$ cat config.mk
export PLATFORM = sky130hd
export DESIGN_NAME = inst_packer_flat
export DESIGN_NICKNAME = d
export VERILOG_FILES = /design/src/rtl/cpu_pkg.sv /design/src/rtl/inst_packer_if.sv /design/src/rtl/inst_encode.sv /design/src/rtl/inst_packer.sv /design/src/flat_wrapper.sv
export SDC_FILE = /design/constraint.sdc
export NUM_CORES = 1
export LEC_CHECK = 0
export BUFFER_PORTS_ARGS = -buffer_cell sky130_fd_sc_hd__clkbuf_2
export CAP_MARGIN = 15
export CORE_MARGIN = 4
export CORE_UTILIZATION = 49
export CTS_BUF_LIST = sky130_fd_sc_hd__clkbuf_4 sky130_fd_sc_hd__clkbuf_8
export CTS_CLUSTER_SIZE = 40
export DETAILED_ROUTE_END_ITERATION = 10
export PLACE_DENSITY = 0.82
export SYNTH_ARGS = -nofsm -noshare
export SYNTH_HDL_FRONTEND = slang
export SYNTH_SLANG_ARGS = --single-unit
$ cat constraint.sdc
create_clock -name clk -period 2.2 [get_ports clk]
set_clock_uncertainty 0.05 [all_clocks]
set_input_delay 0.11 -clock clk [delete_from_list [all_inputs] [get_ports clk]]
set_output_delay 0.11 -clock clk [all_outputs]
set_load 0.01 [all_outputs]
$ cat src/rtl/cpu_pkg.sv
// Shared CPU definitions: instruction format encodings, instruction field bit
// positions (common with the instruction register) and the packer FSM states.
package cpu_pkg;

    typedef enum logic [1:0] {
        FMT_R    = 2'b00,
        FMT_I    = 2'b01,
        FMT_J    = 2'b10,
        FMT_RSVD = 2'b11
    } fmt_e;

    localparam int unsigned OPC_LSB   = 26;
    localparam int unsigned RA_LSB    = 21;
    localparam int unsigned RB_LSB    = 16;
    localparam int unsigned WR2_LSB   = 11;
    localparam int unsigned SHAMT_LSB = 6;
    localparam int unsigned FUNCT_LSB = 0;
    localparam int unsigned IMM_LSB   = 0;
    localparam int unsigned ADDR_LSB  = 0;

    typedef enum logic [1:0] {
        ST_IDLE   = 2'd0,
        ST_WRITE  = 2'd1,
        ST_VERIFY = 2'd2,
        ST_CHECK  = 2'd3
    } state_e;

endpackage

$ cat src/rtl/inst_packer_if.sv
// Field handshake and instruction-memory write bus of the packer.
// INST_PACKER_VERIFY_EN adds the read-back signals mem_re / mem_rdata.
interface inst_packer_if #(
    parameter int unsigned ADDR_W = 8
);
    logic              in_valid;
    logic              in_ready;
    logic [1:0]        fmt;
    logic [5:0]        opcode;
    logic [4:0]        ra;
    logic [4:0]        rb;
    logic [4:0]        wr2;
    logic [4:0]        shift_amt;
    logic [5:0]        funct;
    logic [15:0]       imm;
    logic [25:0]       address;
    logic              mem_we;
    logic [ADDR_W-1:0] mem_addr;
    logic [31:0]       mem_wdata;
    logic              mem_ack;
`ifdef INST_PACKER_VERIFY_EN
    logic              mem_re;
    logic [31:0]       mem_rdata;
`endif

    modport slave (
        input  in_valid, fmt, opcode, ra, rb, wr2, shift_amt, funct, imm, address,
        output in_ready,
        output mem_we, mem_addr, mem_wdata,
        input  mem_ack
`ifdef INST_PACKER_VERIFY_EN
        ,
        output mem_re,
        input  mem_rdata
`endif
    );

    modport master (
        output in_valid, fmt, opcode, ra, rb, wr2, shift_amt, funct, imm, address,
        input  in_ready,
        input  mem_we, mem_addr, mem_wdata,
        output mem_ack
`ifdef INST_PACKER_VERIFY_EN
        ,
        input  mem_re,
        output mem_rdata
`endif
    );

endinterface

$ cat src/rtl/inst_encode.sv
// Combinational packer: decoded fields + format -> 32-bit MIPS-style word.
// legal_o is low for the reserved format, in which case the word is zero.
module inst_encode
    import cpu_pkg::*;
(
    input  logic [1:0]  fmt_i,
    input  logic [5:0]  opcode_i,
    input  logic [4:0]  ra_i,
    input  logic [4:0]  rb_i,
    input  logic [4:0]  wr2_i,
    input  logic [4:0]  shift_amt_i,
    input  logic [5:0]  funct_i,
    input  logic [15:0] imm_i,
    input  logic [25:0] address_i,
    output logic [31:0] word_o,
    output logic        legal_o
);

    always_comb begin
        word_o  = '0;
        legal_o = 1'b1;
        word_o[OPC_LSB +: 6] = opcode_i;
        case (fmt_e'(fmt_i))
            FMT_R: begin
                word_o[RA_LSB +: 5]    = ra_i;
                word_o[RB_LSB +: 5]    = rb_i;
                word_o[WR2_LSB +: 5]   = wr2_i;
                word_o[SHAMT_LSB +: 5] = shift_amt_i;
                word_o[FUNCT_LSB +: 6] = funct_i;
            end
            FMT_I: begin
                word_o[RA_LSB +: 5]   = ra_i;
                word_o[RB_LSB +: 5]   = rb_i;
                word_o[IMM_LSB +: 16] = imm_i;
            end
            FMT_J: begin
                word_o[ADDR_LSB +: 26] = address_i;
            end
            FMT_RSVD: begin
                word_o  = '0;
                legal_o = 1'b0;
            end
        endcase
    end

endmodule

$ cat src/rtl/inst_packer.sv
// Instruction packer/loader: packs field tuples and writes them to sequential
// instruction-memory addresses. INST_PACKER_VERIFY_EN adds a read-back check.
module inst_packer
    import cpu_pkg::*;
#(
    parameter int unsigned ADDR_W    = 8,
    parameter int unsigned BASE_ADDR = 0
) (
    input  logic            clk,
    input  logic            rst_n,
    input  logic            clr,
    inst_packer_if.slave    bus,
    output logic [ADDR_W:0] count,
    output logic            full,
    output logic            err
`ifdef INST_PACKER_VERIFY_EN
    ,
    output logic            verify_err
`endif
);

    localparam logic [ADDR_W-1:0] BASE    = ADDR_W'(BASE_ADDR);
    localparam logic [ADDR_W-1:0] LAST    = '1;
    localparam logic [ADDR_W-1:0] PTR_ONE = ADDR_W'(1);
    localparam logic [ADDR_W:0]   CNT_ONE = (ADDR_W + 1)'(1);

    state_e            state_q;
    logic [ADDR_W-1:0] ptr_q, ptr_d;
    logic [ADDR_W-1:0] mem_addr_q;
    logic [31:0]       wdata_q;
    logic              we_q;
    logic [ADDR_W:0]   count_q, count_d;
    logic              full_q, err_q, clr_pend_q;
    logic [31:0]       word;
    logic              legal, accept, do_clr;
`ifdef INST_PACKER_VERIFY_EN
    logic              re_q, verr_q;
`endif

    inst_encode u_enc (
        .fmt_i       (bus.fmt),
        .opcode_i    (bus.opcode),
        .ra_i        (bus.ra),
        .rb_i        (bus.rb),
        .wr2_i       (bus.wr2),
        .shift_amt_i (bus.shift_amt),
        .funct_i     (bus.funct),
        .imm_i       (bus.imm),
        .address_i   (bus.address),
        .word_o      (word),
        .legal_o     (legal)
    );

    assign ptr_d   = ptr_q + PTR_ONE;
    assign count_d = count_q[ADDR_W] ? count_q : count_q + CNT_ONE;
    // A clr seen outside IDLE is remembered and applied once IDLE is reached.
    assign do_clr  = clr || clr_pend_q;

    assign bus.in_ready  = rst_n && (state_q == ST_IDLE) && !full_q && !do_clr;
    assign accept        = bus.in_valid && bus.in_ready;
    assign bus.mem_we    = we_q;
    assign bus.mem_addr  = mem_addr_q;
    assign bus.mem_wdata = wdata_q;
    assign count         = count_q;
    assign full          = full_q;
    assign err           = err_q;
`ifdef INST_PACKER_VERIFY_EN
    assign bus.mem_re    = re_q;
    assign verify_err    = verr_q;
`endif

    always_ff @(posedge clk or negedge rst_n) begin
        if (!rst_n) begin
            state_q    <= ST_IDLE;
            ptr_q      <= BASE;
            mem_addr_q <= BASE;
            wdata_q    <= '0;
            we_q       <= 1'b0;
            count_q    <= '0;
            full_q     <= 1'b0;
            err_q      <= 1'b0;
            clr_pend_q <= 1'b0;
`ifdef INST_PACKER_VERIFY_EN
            re_q       <= 1'b0;
            verr_q     <= 1'b0;
`endif
        end else begin
            if (state_q != ST_IDLE && clr) clr_pend_q <= 1'b1;
            case (state_q)
                ST_IDLE: begin
                    clr_pend_q <= 1'b0;
                    if (do_clr) begin
                        ptr_q      <= BASE;
                        mem_addr_q <= BASE;
                        count_q    <= '0;
                        full_q     <= 1'b0;
                        err_q      <= 1'b0;
`ifdef INST_PACKER_VERIFY_EN
                        verr_q     <= 1'b0;
`endif
                    end else if (accept) begin
                        if (legal) begin
                            wdata_q    <= word;
                            mem_addr_q <= ptr_q;
                            we_q       <= 1'b1;
                            state_q    <= ST_WRITE;
                        end else begin
                            err_q <= 1'b1;
                        end
                    end
                end
                ST_WRITE: begin
                    if (bus.mem_ack) begin
                        we_q    <= 1'b0;
                        ptr_q   <= ptr_d;
                        count_q <= count_d;
                        if (mem_addr_q == LAST) full_q <= 1'b1;
`ifdef INST_PACKER_VERIFY_EN
                        re_q    <= 1'b1;
                        state_q <= ST_VERIFY;
`else
                        state_q <= ST_IDLE;
`endif
                    end
                end
`ifdef INST_PACKER_VERIFY_EN
                ST_VERIFY: begin
                    re_q    <= 1'b0;
                    state_q <= ST_CHECK;
                end
                ST_CHECK: begin
                    if (bus.mem_rdata != wdata_q) verr_q <= 1'b1;
                    state_q <= ST_IDLE;
                end
`endif
                default: state_q <= ST_IDLE;
            endcase
        end
    end

endmodule

$ cat src/flat_wrapper.sv
// flat-port wrapper written by rule: the top's interface ports become plain ports
module inst_packer_flat import cpu_pkg::*;
#(
    parameter int unsigned ADDR_W    = 8,
    parameter int unsigned BASE_ADDR = 0
)
  (clk, rst_n, clr, count, full, err, bus_in_valid, bus_fmt, bus_opcode, bus_ra, bus_rb, bus_wr2, bus_shift_amt, bus_funct, bus_imm, bus_address, bus_in_ready, bus_mem_we, bus_mem_addr, bus_mem_wdata, bus_mem_ack);
  inst_packer_if #(.ADDR_W(ADDR_W)) bus_i ();
  input  logic clk;
  input  logic rst_n;
  input  logic clr;
  output logic [ADDR_W:0] count;
  output logic full;
  output logic err;
  input wire logic [$bits(bus_i.in_valid)-1:0] bus_in_valid;
  input wire logic [$bits(bus_i.fmt)-1:0] bus_fmt;
  input wire logic [$bits(bus_i.opcode)-1:0] bus_opcode;
  input wire logic [$bits(bus_i.ra)-1:0] bus_ra;
  input wire logic [$bits(bus_i.rb)-1:0] bus_rb;
  input wire logic [$bits(bus_i.wr2)-1:0] bus_wr2;
  input wire logic [$bits(bus_i.shift_amt)-1:0] bus_shift_amt;
  input wire logic [$bits(bus_i.funct)-1:0] bus_funct;
  input wire logic [$bits(bus_i.imm)-1:0] bus_imm;
  input wire logic [$bits(bus_i.address)-1:0] bus_address;
  output wire logic [$bits(bus_i.in_ready)-1:0] bus_in_ready;
  output wire logic [$bits(bus_i.mem_we)-1:0] bus_mem_we;
  output wire logic [$bits(bus_i.mem_addr)-1:0] bus_mem_addr;
  output wire logic [$bits(bus_i.mem_wdata)-1:0] bus_mem_wdata;
  input wire logic [$bits(bus_i.mem_ack)-1:0] bus_mem_ack;
  assign bus_i.in_valid = bus_in_valid;
  assign bus_i.fmt = bus_fmt;
  assign bus_i.opcode = bus_opcode;
  assign bus_i.ra = bus_ra;
  assign bus_i.rb = bus_rb;
  assign bus_i.wr2 = bus_wr2;
  assign bus_i.shift_amt = bus_shift_amt;
  assign bus_i.funct = bus_funct;
  assign bus_i.imm = bus_imm;
  assign bus_i.address = bus_address;
  assign bus_in_ready = bus_i.in_ready;
  assign bus_mem_we = bus_i.mem_we;
  assign bus_mem_addr = bus_i.mem_addr;
  assign bus_mem_wdata = bus_i.mem_wdata;
  assign bus_i.mem_ack = bus_mem_ack;
  inst_packer #(.ADDR_W(ADDR_W), .BASE_ADDR(BASE_ADDR)) u_core (.clk(clk), .rst_n(rst_n), .clr(clr), .bus(bus_i), .count(count), .full(full), .err(err));
endmodule
---- Yosys cells after proc, flatten, opt, wreduce, memory -nomap -nowiden ----
Index checks and enable logic that the tools add are counted.
cells by class
  bitwise operators ....................... 2
  multiplexer cells ....................... 30
  add/sub/neg operators ................... 2
  equal/unequal tests ..................... 13
  $lt $le $gt $ge ......................... 0
  $mul .................................... 0
  divide/modulo/power cells ............... 0
  shift operators ......................... 0
  reduce and logical (&&, ||, !) cells .... 23
operator list
  cell                                           number
  one-hot mux 26 bit (3 select lines)            1
  2-to-1 mux 8 bit                               5
  2-to-1 mux 9 bit                               3
  one-hot mux 9 bit (2 select lines)             1
  one-hot mux 8 bit (2 select lines)             1
  AND reduction 4 bit                            4
  2-to-1 mux 1 bit                               12
  nonzero test 2 bit                             5
  adder 9 x 1 -> 9 bit, second input constant    1
  AND reduction 3 bit                            3
  adder 8 x 1 -> 8 bit, second input constant    1
  == test 8 bit, second input constant           1
  2-to-1 mux 2 bit                               4
  != test 2 x 1 -> 1 bit, second input constant  4
  != test 2 bit, second input constant           4
  logical AND 1 bit                              5
  AND reduction 5 bit                            1
  == test 2 x 1 -> 1 bit, second input constant  2
  == test 2 bit, second input constant           2
  logical NOT 2 bit                              2
  one-hot mux 1 bit (2 select lines)             2
  one-hot mux 2 bit (2 select lines)             1
  logical NOT 1 bit                              2
  inverter 1 bit                                 2
  logical OR 1 bit                               1
word-level totals
  output and inout bits ................... 53
  register bits ........................... 63
  latch bits .............................. 0
  input bits .............................. 81
  memories kept ........................... 0
  word-level logic and storage cells ...... 80
  bits in writable memories ............... 0
  ROM bits ................................ 0

---- Longest topological paths before layout ----
Gate-level depths: netlist (run 1).
  word-level depth ........................ 8
  depth in mapped cells ................... 7
  gate-level depth less buffers ........... 5

---- Cells and area by module ----
A second synthesis (run 1) with hierarchy kept.
second synthesis, totals
  cells, all modules ...................... 268
  area, all modules ....................... 3288.2 µm²
modules (own cells, without submodules)
  module       cells an instance  area an instance (µm²)  instances
  inst_packer  209                2765.2                  1
  inst_encode  59                 523.0                   1

---- Worst setup path after synthesis (run 1) ----
OpenSTA, ideal clock, no wires.
  path type ............................... reg-to-reg
  from .................................... register u_core.state_q[0]
  to ...................................... register u_core.wdata_q[0], in the netlist u_core.bus.mem_wdata[0]
  buffers on the path ..................... 1
  setup time .............................. 0.127 ns
  clock period less this slack ............ 1.616 ns
  required time ........................... 2.023 ns
  arrival time ............................ 1.439 ns
  setup slack ............................. 0.584 ns
  stages on the path, launching flop included .. 5
  path through ............................ dfrtp_1 or3_4 nor2_4 buf_6 mux2_1
on the way
  word-level cells in the longest chain between the ends .. 6
RTL lines
  element                          line                                  text
  from (decl)                      inst_packer.sv:27                     state_e state_q;
  from (signal assigned)           inst_packer.sv:74                     state_q <= ST_IDLE;
  from (signal assigned)           inst_packer.sv:106                    state_q <= ST_WRITE;
  from (signal assigned)           inst_packer.sv:122                    state_q <= ST_IDLE;
  logical NOT 2 bit *              inst_packer.sv:59, inst_packer.sv:89
  logical AND 1 bit (3 in series)  inst_packer.sv:59                     assign bus.in_ready = rst_n && (state_q == ST_IDLE) && !full_q && !do_clr;
  logical AND 1 bit                inst_packer.sv:60                     assign accept = bus.in_valid && bus.in_ready;
  AND reduction 4 bit (no line) *  n/a
  to (signal assigned)             inst_packer.sv:103                    wdata_q <= word;
  to (decl)                        inst_packer.sv:30                     logic [31:0] wdata_q;
Mark *: on every way between the ends. The rest lies on a longest branch, timed or not.
A chain may end at the register's enable or synchronous reset.

---- Worst setup path in the final report (run 1) ----
  from .................................... register u_core.clr_pend_q
  to ...................................... register u_core.wdata_q[3], in the netlist u_core.bus.mem_wdata[3]
on the way
  word-level cells in the longest chain between the ends .. 5
RTL lines
  element                          line               text
  from (decl)                      inst_packer.sv:33  logic full_q, err_q, clr_pend_q;
  from (signal assigned)           inst_packer.sv:82  clr_pend_q <= 1'b0;
  from (signal assigned)           inst_packer.sv:88  if (state_q != ST_IDLE && clr) clr_pend_q <= 1'b1;
  from (signal assigned)           inst_packer.sv:91  clr_pend_q <= 1'b0;
  logical OR 1 bit *               inst_packer.sv:57  assign do_clr = clr || clr_pend_q;
  logical NOT 1 bit                inst_packer.sv:59
  logical AND 1 bit                inst_packer.sv:59
  logical AND 1 bit                inst_packer.sv:60
  AND reduction 4 bit (no line) *  n/a
Marked as above.

==> results of run 1 <==
## cells in the mapped netlist (2+ instances only)
cell type / n
a22oi_1: 26
o21ai_0: 31
a31oi_1: 2
mux2_1: 20
nand3_1: 5
clkbuf_1: 13
nor2_1: 3
buf_6: 4
mux2i_1: 5
nand4_1: 6
dfrtp_1: 61
a221o_1: 8
inv_1: 5
nand2_1: 30
mux2_2: 4
o31ai_1: 5
or3_1: 2
buf_2: 4
o21ai_1: 9
and3_1: 10
ha_1: 5
o211ai_1: 3
a21oi_1: 2
## critical path: cells and delay by family, from the launching register on
| family | cells | cell delay [ns] |
|---|---|---|
| simple gates | 2 | 0.73 |
| mux | 1 | 0.33 |
| flops | 1 | 0.40 |
| buf+inv | 1 | 0.20 |
## logic make-up after synthesis
group	share of synthesized area, %
buffers and inverters	4.36
AO/OA/AOI/OAI	20.8
adder cells (fa/ha/maj)	2.06
multiplexers	10.5
flip-flops	50.2
AND/OR/NAND/NOR	12.1
## worst paths after layout
| kind | from | end | slack [ns] | depth (start not counted) |
|---|---|---|---|---|
| max | u_core.clr_pend_q$_DFFE_PN0P_ | u_core.bus.mem_wdata[3]$_DFFE_PN0P_ | 0.36 | 4 |
| min | bus_address[17] | u_core.bus.mem_wdata[17]$_DFFE_PN0P_ | 0.02 | 3 |
| max reg2reg | u_core.clr_pend_q$_DFFE_PN0P_ | u_core.bus.mem_wdata[3]$_DFFE_PN0P_ | 0.36 | 4 |
| min reg2reg | u_core.bus.mem_wdata[6]$_DFFE_PN0P_ | u_core.bus.mem_wdata[6]$_DFFE_PN0P_ | 0.44 | 1 |
| max in group asynchronous | rst_n | u_core.ptr_q[3]$_DFFE_PN0P_ | 0.99 | 4 |
| min in group asynchronous | rst_n | u_core.bus.mem_wdata[7]$_DFFE_PN0P_ | 0.28 | 3 |
## final cells by class
cell class / count / area, µm² / area share (%)
clock buffers: 12 / 165 / 4.00
repair buffers: 157 / 896 / 21.7
clock inverters: 4 / 45.0 / 1.09
well taps: 75 / 93.8 / 2.27
multi-input cells: 198 / 1380 / 33.5
flip-flops and latches: 61 / 1530 / 37.0
inverters: 5 / 18.8 / 0.455
## through the flow
step           instance area [µm²]  util [%]  power, mW  std cells
2_1_floorplan                 3040         -       1.74        285
3_3_place_gp                  3770      63.3       2.07        481
3_5_place_dp                  3770      63.3       2.10        481
4_1_cts                       4120      69.1       3.16        511
5_1_grt                       4130      69.3       3.29        512
6_report                      4130      69.3       3.12        512
## flip-flops by register name, indices dropped and copies added (netlist names)
| register | count |
|---|---|
| u_core.full | 1 |
| u_core.clr_pend_q | 1 |
| u_core.err | 1 |
| u_core.bus.mem_wdata | 32 |
| u_core.ptr_q | 8 |
| u_core.state_q | 1 |
| u_core.bus.mem_addr | 8 |
| u_core.count | 9 |
## power groups by stage
stage          Clock, mW  Combinational [mW]  Sequential (mW)
2_1_floorplan          0               0.261             1.48
3_3_place_gp           0               0.669             1.40
3_5_place_dp           0               0.692             1.41
4_1_cts             1.06               0.716             1.39
5_1_grt             1.10               0.785             1.41
6_report            1.02               0.706             1.39
## what timing repair did
action / in CTS / in global routing
hold buffers: 14 / 1
buffers inserted: 0 / 0
resized for setup: 0 / 0
endpoints found under the hold margin: 27 / 1
## metal layers
| layer | vias up | GRT usage, % | wire, µm |
|---|---|---|---|
| met1 | 1375 | 26.4 | 3210 |
| li1 | 1365 | - | - |
| met4 | 0 | 8.64 | 158 |
| met5 | - | 0 | 0 |
| met2 | 112 | 38.6 | 4220 |
| met3 | 17 | 6.84 | 651 |
==> impl_results.md, run 1 <==
- Site row count: 28
- Psw: between 0.8 and 0.9 mW
- Cell area power density: 755 nW/µm²
- Area leader, netlist: dfrtp_1
- Vias: 2869
- Critical path class: register to register
- Total routed wirelength: about 8.2 mm
- Routed vias/inst: 5.60
- Worst setup margin: 0.358 ns
- Fin. Hold Viols: 0
- Total Nets Final: 518
- Seq cells post-synth: a little over 60
- Seq pwr share: between 40% and 50%
- Fin Setup TNS: 0 ns
- Most frequent cells in the layout: clkbuf_2, dfrtp_1, o21ai_0, nand2_1, a22oi_1
- Synth unique cells: 45
- CTS sink cnt: 61
- Post-Syn Area per Cell: 10.7 µm²
- Register area share after synthesis: between 50 and 60%
- Sw frac: 28.4%
- Mapped Nets: approximately 370
- LEAKAGE: around 2.1 nW
- Setup-failing EPs final: 0
- Slowest cell on crit path: or3_4
- Total GRT Usage: 22.5%
- Startpoint Class: register
- CTS root buf: clkbuf_8
- WHS: 0.0234 ns
- Post-synthesis cell area: slightly above 3000 µm²
- Max-slew violations: 0
- Hold crit path type: primary input to register
- Outcome: complete, no violations
- CTS max path bufs: 2
- Worst rel slew slack: a little under three fifths
- GP Congestion: between 0.7 and 0.8
- Critical Path, Cell by Cell: or3_4 -> nor2_4 -> buf_12 -> mux2_1
- Number of synthesized flops with an enable pin: 0
- Clk_lat worst skew: 0.33 ns
- Fin crit share: about 84%
- Core area: roughly 6000 µm²
- Largest stage delay, worst path: about 0.48 ns
- RSZ-0062 raised after global routing: false
- Routed len/inst: between 15 and 20 µm
- Initial DRC count: 83
- Asr flop ratio synth: 100%
- Die width: 86.8 µm
- Fillers: around 470
- Initial Util: between 50% and 60%
- First-pass detailed-route iteration total: 5
- Logic pwr share: between 20% and 30%
- Most common cell after layout, fill and taps aside: clkbuf_2
- Top achievable clock speed: approximately 0.54 GHz
- Synth top area share: 50.2%
- Clock power frac: between 30% and 40%
- Ports: about 130
- Tmin final: 1.84 ns
- Top FF cell, synth: dfrtp_1
- CP Max Fanout: 18
- First-pass GRT wire length: between 10 and 15 mm
- DP HPWL: between 6 and 7 mm
- Syn-to-layout area delta: 35.7%
- Area contributors post-synth: dfrtp_1, mux2_1, a22oi_1
- Worst VDD drop: 444 µV
- Max cap viols: 0
- Least-Margin Pin Slew: between 0.6 and 0.7 ns
- Grt ovf: 0
- DRC Markers: 0
- Layout cells sized above 1: 38.2%
- Worst EP required: ~2.4 ns
- Synth Warn #: 0
- Antenna diode count: 0
- P_int: about 2.2 mW
- Initial antenna violation count: 0
- Vias in the first global route: 2804
- Crit path DAT: roughly 2.0 ns
- Setup WS pre-CTS: approximately 0.36 ns
- Num CTS Buffers: 9
- Mapped Cells: around 290
- H-tree depth: 3
- DRT antenna net count: 0
- Type of destination of the critical path: register
- TritonCTS clock tree: done
- Die height: about 87 µm
- Largest net degree at the start of global routing: 47
- Clock-pin slew on the worst setup and hold paths: 0.07 ns
- Buffers on Ports: 133
- Full die area: 7530 µm²
(Power assumes the default switching activity.)
==> run 2: changes to the inputs <==
--- a/config.mk
+++ b/config.mk
@@ -5,14 +5,15 @@
 export SDC_FILE = /design/constraint.sdc
 export NUM_CORES = 1
 export LEC_CHECK = 0
+export ABC_AREA = 1
 export BUFFER_PORTS_ARGS = -buffer_cell sky130_fd_sc_hd__clkbuf_2
 export CAP_MARGIN = 15
 export CORE_MARGIN = 4
-export CORE_UTILIZATION = 49
+export CORE_UTILIZATION = 45
 export CTS_BUF_LIST = sky130_fd_sc_hd__clkbuf_4 sky130_fd_sc_hd__clkbuf_8
 export CTS_CLUSTER_SIZE = 40
 export DETAILED_ROUTE_END_ITERATION = 10
-export PLACE_DENSITY = 0.82
+export PLACE_DENSITY = 0.79
 export SYNTH_ARGS = -nofsm -noshare
 export SYNTH_HDL_FRONTEND = slang
 export SYNTH_SLANG_ARGS = --single-unit
==> constraint.sdc (replaced) <==
create_clock -name clk -period 1.65 [get_ports clk]
set_clock_uncertainty 0.05 [all_clocks]
set_input_delay 0.0825 -clock clk [delete_from_list [all_inputs] [get_ports clk]]
set_output_delay 0.0825 -clock clk [all_outputs]
set_load 0.01 [all_outputs]
==> impl_results.md, run 2 <==
- Outcome: complete, no violations
- Total GRT Usage: about 24%
- Fin crit share: between 90% and 100%
- Seq cells post-synth: slightly above 60
- Post-DP Area: roughly 4000 µm²
- Fin. Hold Viols: 0
- CP endpoint: u_core.bus.mem_wdata[7]$_DFFE_PN0P_
- Critical Path, Cell by Cell: clkbuf_2 -> inv_1 -> ha_2 -> nor2_2 -> buf_4 -> nand2_1 -> nand3_1 -> dlygate4sd3_1 -> nand2_1 -> nand2_1
- RR Startpoint: u_core.clr_pend_q$_DFFE_PN0P_
- Clock-pin slew on the worst setup and hold paths: ~0.070 ns
- Top FF cell, synth: dfrtp_1
- Post-synth top cells: nand2_1, dfrtp_1, nand3_1
- Final Instance Area: between 4000 and 5000 µm²
- Initial Util: a little under half
- Hold crit path type: primary input to register
- First-pass GRT wire length: between 15 and 20 mm
- Area contributors post-synth: dfrtp_1, nand2_1, nand3_1
- Setup WS pre-CTS: around 0.12 ns
- Worst VDD drop: 561 µV
- Max cap viols: 0
- Full die area: about 8600 µm²
- Mapped Cells: 452
- Initial antenna violation count: 0
- Placed cells: around 680
- Flip-flop count of the largest register after layout: 32
- WHS: between 0.015 and 0.02 ns
- CP Max Fanout: 16
- Antenna diode count: 0
- Site row count: 30
- Buffers on Ports: roughly 130
- Synth Warn #: 0
- Clk_lat worst skew: about 0.33 ns
- Register area share after synthesis: between 40% and 50%
- Worst path top cell family by delay: buffers and inverters
- DRC Markers: 0
- Top achievable clock speed: about 0.62 GHz
- Die width: 92.9 µm
- Most common cell after layout, fill and taps aside: nand2_1
- CTS root buf: clkbuf_8
- Fillers: around 600
- Hold Crit Start: bus_address[6]
- LEAKAGE: between 2 and 3 nW
- Total routed wirelength: 10.0 mm
- Crit path DAT: about 1.8 ns
- Routed vias/inst: just under 5
- Worst Path Buf+Inv: 4
- Largest net degree at the start of global routing: 62
- Num CTS Buffers: 9
- Initial DRC count: 189
- Vias: around 3600
- H-tree depth: 3
- DRT antenna net count: 0
- Number of synthesized flops with an enable pin: 0
- Die height: ~93 µm
- Final std cells w/o fill: roughly 730
- Setup-failing EPs final: 0
- Startpoint Class: primary input
- Layout cells sized above 1: roughly 28%
- Most frequent cells in the layout: nand2_1, clkbuf_2, dfrtp_1, dlygate4sd3_1, nand3_1
- Grt ovf: 0
- Worst EP required: 1.83 ns
- Slowest cell on crit path: dlygate4sd3_1
- Post-synthesis cell area: around 3200 µm²
- Asr flop ratio synth: between 90% and 100%
- DP HPWL: between 7 and 8 mm
- Post-Syn Area per Cell: between 7 and 8 µm²
- RSZ-0062 raised after global routing: false
- Mapped Nets: ~540
- Synth unique cells: 26
- FF-to-FF path depth: 7
- CP most frequent cell: nand2_1
- Routed len/inst: ~14 µm
- TritonCTS clock tree: done
- Worst setup margin: approximately 0.043 ns
- R2R Path End: u_core.bus.mem_wdata[1]$_DFFE_PN0P_
- Ports: ~130
- Synth top area share: a little under half
- CTS sink cnt: 61
- Syn-to-layout area delta: 42.9%
- Worst rel slew slack: a little over 50%
- Core area: between 6000 and 7000 µm²
- Count leader, synth: nand2_1
- Largest stage delay, worst path: roughly 0.56 ns
- Type of destination of the critical path: register
- CP startpoint: bus_fmt[0]
- Vias in the first global route: between 3000 and 4000
- Max-slew violations: 0
- Critical path class: primary input to register
- Cell area power density: roughly 1300 nW/µm²
- Tmin final: between 1.5 and 2 ns
- Layout Utilization: roughly two thirds
- WP depth: 10
- CTS max path bufs: 2
- Least-Margin Pin Slew: about 0.74 ns
- Tot Pwr: roughly 5.9 mW
- R2r setup slk: 0.15 ns
- Area leader, netlist: dfrtp_1
- Fin Setup TNS: 0 ns
- GP Congestion: 0.837
- Total Nets Final: roughly 710
- First-pass detailed-route iteration total: 5
==> run 2: cell types whose count changed after synthesis, sizes merged, moves of 25 or more <==
| cell | change |
|---|---|
| nand2 | +205 |
| inv | +31 |
| nand3 | +31 |
| a22oi | -26 |
| nor2 | +25 |
==> run 2: repair_timing <==
| action | 4_1_cts | 5_1_grt |
|---|---|---|
| setup buffers | 0 | 0 |
| resized for setup | 0 | 2 |
| endpoints found under the hold margin | 88 | 0 |
| hold buffers | 36 | 0 |
| endpoints found under the setup margin | 0 | 5 |
==> run 2: cell families (layout without fill, tap and decap cells) <==
kind of cell             after synthesis  after routing  synth area share, %
AO/OA/AOI/OAI                         30             30                 5.32
XOR/XNOR                               1              1                0.270
adder cells (fa/ha/maj)                5              5                 1.93
buffers and inverters                 51            232                 6.94
flip-flops                            61             61                 47.0
AND/OR/NAND/NOR                      304            304                 38.5
==> run 2: worst min path at each step <==
stage / to / depth (start not counted)
2_1_floorplan: u_core.bus.mem_addr[0]$_DFFE_PN0P_ / 0
3_3_place_gp: u_core.bus.mem_wdata[26]$_DFFE_PN0P_ / 3
3_5_place_dp: u_core.bus.mem_wdata[29]$_DFFE_PN0P_ / 3
4_1_cts: u_core.bus.mem_wdata[4]$_DFFE_PN0P_ / 5
5_1_grt: u_core.bus.mem_wdata[6]$_DFFE_PN0P_ / 5
6_report: u_core.bus.mem_wdata[6]$_DFFE_PN0P_ / 5
==> run 2: report_power, final <==
group | total [mW] | internal (mW) | switching (mW)
logic | 2.05 | 0.823 | 1.22
clock network | 1.53 | 0.967 | 0.564
registers | 2.27 | 1.95 | 0.325
total | 5.85 | 3.74 | 2.11
==> run 2: metal layers <==
| metal | share of wire [%] | vias up | global-route usage [%] | routed length [µm] |
|---|---|---|---|---|
| met2 | 49 | 201 | 41.0 | 4960 |
| li1 | - | 1756 | - | - |
| met1 | 39 | 1636 | 28.3 | 3940 |
| met5 | 0 | - | 0 | 0 |
| met4 | 2.9 | 0 | 10.6 | 289 |
| met3 | 8.4 | 31 | 6.42 | 838 |
==> run 2: worst min-delay path: stages <==
cell	delay (ns)
clkbuf_2	0.07
nand2_1	0.05
nand3_1	0.07
nand2_1	0.05
nand2_1	0.05
==> run 2: area by class of cell <==
class                           instances  area, µm²  area share, %
Clock inverter                          3       67.6           1.46
Tap cell                               96        120           2.59
Timing Repair Buffer                  180       1120           24.2
Inverter                               36        138           2.97
Multi-Input combinational cell        340       1500           32.3
Clock buffer                           13        166           3.59
Sequential cell                        61       1530           32.9
==> run 3: changes to the inputs <==
--- a/config.mk
+++ b/config.mk
@@ -11,9 +11,9 @@
 export CORE_MARGIN = 4
 export CORE_UTILIZATION = 45
 export CTS_BUF_LIST = sky130_fd_sc_hd__clkbuf_4 sky130_fd_sc_hd__clkbuf_8
-export CTS_CLUSTER_SIZE = 40
+export CTS_CLUSTER_SIZE = 14
 export DETAILED_ROUTE_END_ITERATION = 10
-export PLACE_DENSITY = 0.79
+export PLACE_DENSITY = 0.87
 export SYNTH_ARGS = -nofsm -noshare
 export SYNTH_HDL_FRONTEND = slang
 export SYNTH_SLANG_ARGS = --single-unit
==> impl_results.md, run 3 (synthesized netlist as in run 2, its figures left out) <==
- CTS max path bufs: 2
- R2R Path End: u_core.bus.mem_wdata[11]$_DFFE_PN0P_
- CP startpoint: bus_fmt[0]
- Fillers: approximately 610
- Max-slew violations: 0
- Initial Util: 47.0%
- DRT antenna net count: 0
- Grt ovf: 0
- CP Max Fanout: 26
- Vias in the first global route: between 3000 and 4000
- Fin crit share: between 90% and 100%
- Cell area power density: ~1200 nW/µm²
- Worst rel slew slack: 49.6%
- First-pass GRT wire length: between 15 and 20 mm
- Layout cells sized above 1: 29.2%
- Core area: between 6000 and 7000 µm²
- Tmin final: around 1.5 ns
- Vias: approximately 3600
- Site row count: 30
- Met1 Use GR: a little over a quarter
- Total Nets Final: 704
- Die width: ~93 µm
- RR Startpoint: u_core.full$_DFFE_PN0P_
- Most common cell after layout, fill and taps aside: nand2_1
- Flip-flop count of the largest register after layout: 32
- Setup-failing EPs final: 0
- Type of destination of the critical path: register
- Antenna diode count: 0
- Clk_lat worst skew: approximately 0.34 ns
- TritonCTS clock tree: done
- Initial antenna violation count: 0
- Critical path class: primary input to register
- Crit path DAT: approximately 1.8 ns
- Layout Utilization: 64.9%
- Routed vias/inst: ~5.0
- Routed len/inst: 13.5 µm
- Buffers on Ports: between 100 and 150
- Fin. Hold Viols: 0
- Top achievable clock speed: 0.648 GHz
- Hold crit path type: primary input to register
- DRC Markers: 0
- Clock-pin slew on the worst setup and hold paths: 0.07 ns
- Die height: around 93 µm
- GP Congestion: 0.856
- Met2 usage: 38.9%
- Least-Margin Pin Slew: 0.756 ns
- Fin Setup TNS: 0 ns
- Most frequent cells in the layout: nand2_1, clkbuf_2, dfrtp_1, nand3_1, inv_1
- RSZ-0062 raised after global routing: false
- Total GRT Usage: between 20 and 25%
- Busiest grt layer: met2
- Ports: 134
- Total routed wirelength: ~9.7 mm
- FF-to-FF path depth: 7
- Worst EP required: 1.88 ns
- DP HPWL: between 7 and 8 mm
- Syn-to-layout area delta: 38.1%
- CP endpoint: u_core.bus.mem_wdata[9]$_DFFE_PN0P_
- Num CTS Buffers: 9
- Startpoint Class: primary input
- CTS sink cnt: just over 60
- R2r setup slk: 0.15 ns
- Initial DRC count: about 140
- Outcome: complete, no violations
- GR Util met3: 4.96%
- H-tree depth: 3
- First-pass detailed-route iteration total: 5
- Full die area: 8640 µm²
- CTS root buf: clkbuf_8
- Largest net degree at the start of global routing: 62
- Worst VDD drop: 544 µV
- LEAKAGE: about 2.6 nW
- Max cap viols: 0
## run 3: how the worst min path moves through the flow
stage | start | endpoint | slack (ns) | cells after the start
final | bus_imm[11] | u_core.bus.mem_wdata[11]$_DFFE_PN0P_ | 0.01 | 5
after global routing | bus_address[23] | u_core.bus.mem_wdata[23]$_DFFE_PN0P_ | 0.01 | 5
after CTS | bus_address[12] | u_core.bus.mem_wdata[12]$_DFFE_PN0P_ | 0.0006 | 5
after detailed placement | bus_opcode[0] | u_core.bus.mem_wdata[26]$_DFFE_PN0P_ | 0.24 | 3
after global placement | bus_opcode[4] | u_core.bus.mem_wdata[30]$_DFFE_PN0P_ | 0.23 | 3
after floorplan | rst_n | u_core.bus.mem_addr[0]$_DFFE_PN0P_ | -0.26 | 0
## run 3: cell type report
cell class / instances / area, µm² / area share, %
flip-flops and latches: 61 / 1530 / 34.0
multi-input cells: 340 / 1500 / 33.5
repair buffers: 170 / 1020 / 22.7
clock buffers: 12 / 159 / 3.54
inverters: 36 / 139 / 3.10
well taps: 96 / 120 / 2.68
clock inverters: 4 / 22.5 / 0.502
## run 3: layer usage
layer  part of all wire (%)  vias to the layer above
met3                    7.6                       38
met1                     39                     1620
met4                    4.4                        0
met5                      0                        -
li1                       -                     1730
met2                     49                      182
## run 3: timing repair
item	CTS	global route
resized for setup	0	3
hold buffers	24	0
hold endpoints to repair	82	0
endpoints found under the setup margin	0	5
buffers inserted	0	0
## run 3: report_power, final
group	total (mW)	internal, mW	leakage [nW]	switching (mW)
clock network	1.21	0.636	0.0956	0.577
logic	2.02	0.808	1.69	1.21
registers	2.27	1.95	0.808	0.323
## run 3: stage by stage
stage	hold WS, ns	total power, mW	setup slack, ns	instances	instance area, µm²
global placement	0.231	4.17	0.172	679	4060
floorplan	-0.263	3.32	0.229	452	3250
detailed placement	0.238	4.26	0.143	679	4060
finish	0.00968	5.51	0.107	719	4480
CTS	0.000551	5.54	0.102	719	4480
global route	0.0111	5.89	0.0224	719	4480
## run 3: critical path, cell delays in order
cell and delay (ns):
clkbuf_2 0.11, inv_1 0.05, ha_1 0.35, nor2_2 0.17, buf_12 0.17, nand2_1 0.06
nand3_1 0.09, dlygate4sd3_1 0.57, nand2_1 0.06, nand2_1 0.06
